**src/rtl/pwr_supv_pkg.sv**
```systemverilog
// Shared types and constants for the 3.3 V rail power-good supervisor.
package pwr_supv_pkg;

  typedef enum logic [2:0] {
    S_OFF    = 3'd0,
    S_RAMP   = 3'd1,
    S_SETTLE = 3'd2,
    S_RUN    = 3'd3,
    S_FAULT  = 3'd4
  } state_t;

  localparam logic [1:0] FC_NONE     = 2'd0;
  localparam logic [1:0] FC_TIMEOUT  = 2'd1;
  localparam logic [1:0] FC_BROWNOUT = 2'd2;

  // Regulator is enabled in every state that is trying to bring or keep the rail up.
  function automatic logic rail_on(state_t s);
    return (s == S_RAMP) || (s == S_SETTLE) || (s == S_RUN);
  endfunction

endpackage

```
**src/rtl/pg_debounce.sv**
```systemverilog
// Two-flop synchronizer for the asynchronous power-good comparator, followed by
// a run-length filter: PG_DB follows only after DEBOUNCE consecutive disagreeing cycles.
module pg_debounce #(
  parameter int unsigned DEBOUNCE = 4
) (
  input  logic CLK,
  input  logic RESET,
  input  logic PG_RAW,
  output logic PG_DB
);

  localparam int unsigned RW = (DEBOUNCE > 1) ? $clog2(DEBOUNCE) : 1;
  localparam logic [RW-1:0] RUN_LAST = RW'(DEBOUNCE - 1);

  logic          pg_m;
  logic          pg_s;
  logic [RW-1:0] run;

  always_ff @(posedge CLK or posedge RESET) begin
    if (RESET) begin
      pg_m  <= 1'b0;
      pg_s  <= 1'b0;
      run   <= '0;
      PG_DB <= 1'b0;
    end else begin
      pg_m <= PG_RAW;
      pg_s <= pg_m;
      if (pg_s == PG_DB) begin
        run <= '0;
      end else if (run == RUN_LAST) begin
        PG_DB <= pg_s;
        run   <= '0;
      end else begin
        run <= run + RW'(1);
      end
    end
  end

endmodule

```
**src/rtl/pwr_good_supervisor.sv**
```systemverilog
// Sequences the regulator enable, holds board reset until power-good has been
// stable for HOLDOFF cycles, and latches ramp-timeout / brown-out faults.
module pwr_good_supervisor #(
  parameter int unsigned DEBOUNCE     = 4,
  parameter int unsigned RAMP_TIMEOUT = 1000,
  parameter int unsigned HOLDOFF      = 200,
  parameter int unsigned CNT_W        = 16
) (
  input  logic       CLK,
  input  logic       RESET,
  input  logic       ENABLE_REQ,
  input  logic       PG_RAW,
  output logic       REG_EN,
  output logic       SYS_RESET,
  output logic       PWR_OK,
  output logic       FAULT,
  output logic [1:0] FAULT_CODE
);
  import pwr_supv_pkg::*;

  localparam logic [CNT_W-1:0] RAMP_LAST = CNT_W'(RAMP_TIMEOUT - 1);
  localparam logic [CNT_W-1:0] HOLD_LAST = CNT_W'(HOLDOFF - 1);

  state_t           state, state_nx;
  logic [CNT_W-1:0] cnt, cnt_nx;
  logic [1:0]       fc_nx;
  logic             fault_nx;
  logic             pg_db;

  pg_debounce #(.DEBOUNCE(DEBOUNCE)) u_db (
    .CLK   (CLK),
    .RESET (RESET),
    .PG_RAW(PG_RAW),
    .PG_DB (pg_db)
  );

  // Fault latch and code persist through FAULT -> OFF; only a new request clears them.
  always_comb begin
    state_nx = state;
    cnt_nx   = cnt;
    fc_nx    = FAULT_CODE;
    fault_nx = FAULT;
    case (state)
      S_OFF: begin
        if (ENABLE_REQ) begin
          state_nx = S_RAMP;
          cnt_nx   = '0;
          fc_nx    = FC_NONE;
          fault_nx = 1'b0;
        end
      end
      S_RAMP: begin
        if (!ENABLE_REQ) begin
          state_nx = S_OFF;
          cnt_nx   = '0;
        end else if (pg_db) begin
          state_nx = S_SETTLE;
          cnt_nx   = '0;
        end else if (cnt == RAMP_LAST) begin
          state_nx = S_FAULT;
          cnt_nx   = '0;
          fc_nx    = FC_TIMEOUT;
          fault_nx = 1'b1;
        end else begin
          cnt_nx = cnt + CNT_W'(1);
        end
      end
      S_SETTLE: begin
        if (!ENABLE_REQ) begin
          state_nx = S_OFF;
          cnt_nx   = '0;
        end else if (!pg_db) begin
          state_nx = S_RAMP;
          cnt_nx   = '0;
        end else if (cnt == HOLD_LAST) begin
          state_nx = S_RUN;
          cnt_nx   = '0;
        end else begin
          cnt_nx = cnt + CNT_W'(1);
        end
      end
      S_RUN: begin
        if (!ENABLE_REQ) begin
          state_nx = S_OFF;
          cnt_nx   = '0;
        end else if (!pg_db) begin
          state_nx = S_FAULT;
          cnt_nx   = '0;
          fc_nx    = FC_BROWNOUT;
          fault_nx = 1'b1;
        end
      end
      S_FAULT: begin
        if (!ENABLE_REQ) begin
          state_nx = S_OFF;
          cnt_nx   = '0;
        end
      end
      default: begin
        state_nx = S_OFF;
        cnt_nx   = '0;
      end
    endcase
  end

  // Outputs are decoded from the next state so they change on the same edge as state.
  always_ff @(posedge CLK or posedge RESET) begin
    if (RESET) begin
      state      <= S_OFF;
      cnt        <= '0;
      REG_EN     <= 1'b0;
      SYS_RESET  <= 1'b1;
      PWR_OK     <= 1'b0;
      FAULT      <= 1'b0;
      FAULT_CODE <= FC_NONE;
    end else begin
      state      <= state_nx;
      cnt        <= cnt_nx;
      REG_EN     <= rail_on(state_nx);
      SYS_RESET  <= (state_nx != S_RUN);
      PWR_OK     <= (state_nx == S_RUN);
      FAULT      <= fault_nx;
      FAULT_CODE <= fc_nx;
    end
  end

endmodule

```
**config.mk**
```make
export PLATFORM = sky130hd
export DESIGN_NAME = pwr_good_supervisor
export DESIGN_NICKNAME = d
export VERILOG_FILES = /design/src/rtl/pwr_supv_pkg.sv /design/src/rtl/pg_debounce.sv /design/src/rtl/pwr_good_supervisor.sv
export SDC_FILE = /design/constraint.sdc
export NUM_CORES = 1
export LEC_CHECK = 0
export CORE_ASPECT_RATIO = 0.6
export CORE_MARGIN = 3
export CORE_UTILIZATION = 30
export DETAILED_ROUTE_END_ITERATION = 7
export PLACE_DENSITY_LB_ADDON = 0.25
export SLEW_MARGIN = 40
export SYNTH_ARGS = -nofsm -noshare
export SYNTH_HDL_FRONTEND = slang
export SYNTH_SLANG_ARGS = --single-unit
```
**constraint.sdc**
```tcl
create_clock -name CLK -period 2.32 [get_ports CLK]
set_input_delay 0.232 -clock CLK [delete_from_list [all_inputs] [get_ports CLK]]
set_output_delay 0.232 -clock CLK [all_outputs]
set_load 0.01 [all_outputs]
```
==> results.json <==
{
  "result_of_the_run": "complete, no violations",
  "final_max_slew_viol_count": 0,
  "io_buffer_count": 9,
  "synth.mux.area_fraction": 0.0258,
  "report.final.hold_viol_count": 0,
  "initial_antenna_violation_count": 0,
  "die-area_um2": 6460,
  "sequential_cell_area_fraction_in_the_yosys_report": 0.455,
  "final_layout_size_suffix_gt1_frac": 0.155,
  "floorplan.initialDensity": 0.319,
  "fin_worst_hold_slack_ps": 316,
  "syn-num-nets": 187,
  "clock_latency_on_the_worst_skew_pair_ps": 290,
  "fin_tns_setup_ps": 0,
  "critPathLaunchType": "flip-flop",
  "finalWeightedCongestion": 0.852,
  "yosys.area.top_type": "sky130_fd_sc_hd__dfrtp_1",
  "antenna-diode-count": 0,
  "grt_start_max_net_pins": 31,
  "grt.met1_usage": 0.212,
  "remaining_drc_errors": 0,
  "tritoncts_clock_tree": "yes",
  "holdCritPathClass": "input pin to async pin",
  "post_cts_resize_count": 0,
  "overflow_left_after_global_routing": 0,
  "met2_capacity_usage_during_global_routing": 0.138,
  "vias_in_the_first_global_route": 1242,
  "timing.final.setup_violations": 0,
  "cp_data_arrival_time_ps": 2370,
  "chipWidth_um": 102,
  "path_class": "flip-flop to flip-flop",
  "clock_sink_count": 30,
  "netlist-cell-type-count": 40,
  "via_count": 1400,
  "max_freq_ghz": 0.454,
  "detail_route.iter0.violations": 97,
  "ctsHtreeMaxLevel": 2,
  "clkTransAtPathRegs_ps": 70,
  "synthesis.area_per_instance_um2": 9.12,
  "layout.nets": 205,
  "synth_compound_area_frac": 0.121,
  "netlist_top_cells_area": "sky130_fd_sc_hd__dfrtp_1, sky130_fd_sc_hd__nand3_1, sky130_fd_sc_hd__nand2_1, sky130_fd_sc_hd__nor3_1, sky130_fd_sc_hd__nor2_1",
  "r2r-start": "cnt[4]",
  "dieHeight_um": 63.5,
  "clk_buf_depth": 2,
  "areaGrowthSynthToFinish_pct": 18.9,
  "grt.busiest_layer": "met1",
  "fin_skew_ps": 6.75,
  "fp-row-count": 20,
  "synth-adder-area-share": 0.0152,
  "synth-seq-cells": 30,
  "worst_pin_slew_ps": 443,
  "crit_path_start": "cnt[4]",
  "cts_root_buf": "sky130_fd_sc_hd__clkbuf_8",
  "most_common_library_cell_in_the_layout_ignoring_fill_and_taps": "sky130_fd_sc_hd__dfrtp_1",
  "max-vdd-ir-drop_uv": 324,
  "final_min_period_over_clock_period": 0.950,
  "avgRoutedWirePerCell_um": 14.5,
  "critPathCaptureType": "flip-flop",
  "commonest_non_fill_non_tap_cells_in_the_layout": "sky130_fd_sc_hd__dfrtp_1, sky130_fd_sc_hd__nand2_1, sky130_fd_sc_hd__nand3_1",
  "path_max_fanout": 8,
  "global_route.usage.met3": 0.0520,
  "drt_first_pass_iters": 4,
  "period_minus_slack_ps": 2200,
  "synth_top_family_by_area": "simple AND/OR/NAND/NOR gates",
  "design.portCount": 10,
  "post_synth_inst_count": 181,
  "async_flop_share": 1.00,
  "ant_nets": 0,
  "static-leakage-power_uw": 0.000777,
  "grt_first_pass_wirelength_um": 6320,
  "detailed_place_hpwl_um": 2770,
  "grt_util_all_layers": 0.132,
  "design.core.area_um2": 5180,
  "synth_xor_xnor_area_share": 0.0318,
  "cts_hold_buffers_added": 0,
  "postSynth.topFlopCell": "sky130_fd_sc_hd__dfrtp_1",
  "grt_setup_unrepaired": "false",
  "yosys.area.top_type_share": 0.439,
  "timing.critical_path.required_ps": 2490,
  "slew_headroom": 0.701,
  "numCtsBuffers": 5,
  "post-cts-setup-buffer-count": 0,
  "route.detailed.vias_per_inst": 5.26,
  "ys_warn_count": 0,
  "wirelength_um": 3860,
  "worst_r2r_path_depth": 5,
  "synth_simple_gate_area_share": 0.311,
  "synth-edff-count": 0,
  "power-per-cell-area_nw_per_um2": 735,
  "post_synthesis_cell_area_um2": 1650,
  "timing.max_cap.violations": 0
}
-- stage by stage --
stage / power, uW / cells / setup WS, ps / cell area [um^2] / utilization
after floorplan: 877 / 181 / 250 / 1650 / -
after detailed placement: 1010 / 258 / 128 / 1860 / 0.360
final: 1440 / 266 / 115 / 1960 / 0.379
after global placement: 1010 / 258 / 107 / 1860 / 0.360
after global routing: 1540 / 266 / 27.4 / 1960 / 0.379
after CTS: 1450 / 266 / 101 / 1960 / 0.378
-- where the power goes --
part	total, uW	internal [uW]	leakage (uW)	switching (uW)
combinational	385	156	0.000328	229
sequential	620	575	0.000401	45.7
clock	439	239	0.0000482	200
-- per-layer routing --
layer,vias to the layer above,part of all wire
li1,693,-
met3,6,0.098
met5,-,0
met4,0,0.016
met1,649,0.54
met2,52,0.35
-- worst max-delay path: stages, from the launching register on --
cell                      delay (ps)
sky130_fd_sc_hd__dfrtp_1         450
sky130_fd_sc_hd__or4_4           570
sky130_fd_sc_hd__or4_4           560
sky130_fd_sc_hd__o21a_4          270
sky130_fd_sc_hd__nor2_4          160
sky130_fd_sc_hd__nor4_1           80
-- cell usage after synthesis (2+ instances only) --
cell                       instances
sky130_fd_sc_hd__o31a_1            2
sky130_fd_sc_hd__a31oi_1           7
sky130_fd_sc_hd__or4_4             3
sky130_fd_sc_hd__buf_4             3
sky130_fd_sc_hd__nor2_1           13
sky130_fd_sc_hd__o21ai_0           7
sky130_fd_sc_hd__ha_1              2
sky130_fd_sc_hd__nand4b_1          2
sky130_fd_sc_hd__nor3b_1           2
sky130_fd_sc_hd__nand3_1          17
sky130_fd_sc_hd__inv_1             4
sky130_fd_sc_hd__nand3b_1          2
sky130_fd_sc_hd__dfrtp_1          29
sky130_fd_sc_hd__a21oi_1           8
sky130_fd_sc_hd__xor2_1            5
sky130_fd_sc_hd__mux2i_1           2
sky130_fd_sc_hd__nand4_1           6
sky130_fd_sc_hd__mux2_2            2
sky130_fd_sc_hd__clkbuf_1          6
sky130_fd_sc_hd__nor3_1           13
sky130_fd_sc_hd__o21a_1            2
sky130_fd_sc_hd__nand2_1          19
sky130_fd_sc_hd__nor2b_1           2
sky130_fd_sc_hd__or3_1             4
sky130_fd_sc_hd__and2_1            2
sky130_fd_sc_hd__nor4_1            3
-- logic make-up after synthesis --
logic type,count (synthesis)
AND/OR/NAND/NOR,95
XOR/XNOR,6
flip-flops,30
adder cells (fa/ha/maj),2
multiplexers,4
buffers and inverters,14
AO/OA/AOI/OAI,30
-- flip-flops by register name, summed over array words and instances (netlist names) --
name	flops
PWR_OK	1
REG_EN	1
state	3
FAULT	1
u_db.pg_s	1
cnt	16
u_db.pg_m	1
u_db.run	2
u_db.PG_DB	1
SYS_RESET	1
FAULT_CODE	2
-- worst paths after layout --
| kind | endpoint | slack [ps] |
|---|---|---|
| max reg2reg | cnt[15] | 120 |
| min in group CLK | u_db.pg_s | 350 |
| max | cnt[15] | 120 |
| max in group asynchronous | SYS_RESET | 1670 |
| min reg2reg | u_db.pg_s | 350 |
| min | cnt[12] | 320 |
-- layout make-up --
| cell class | instances | area (um^2) |
|---|---|---|
| fillers | 531 | 3220 |
| multi-input cells | 137 | 843 |
| flip-flops and latches | 30 | 752 |
| repair buffers | 21 | 180 |
| clock buffers | 7 | 86.3 |
| well taps | 66 | 82.6 |
| inverters | 4 | 15.0 |
| clock inverters | 1 | 5.00 |
(Power assumes the default switching activity.)
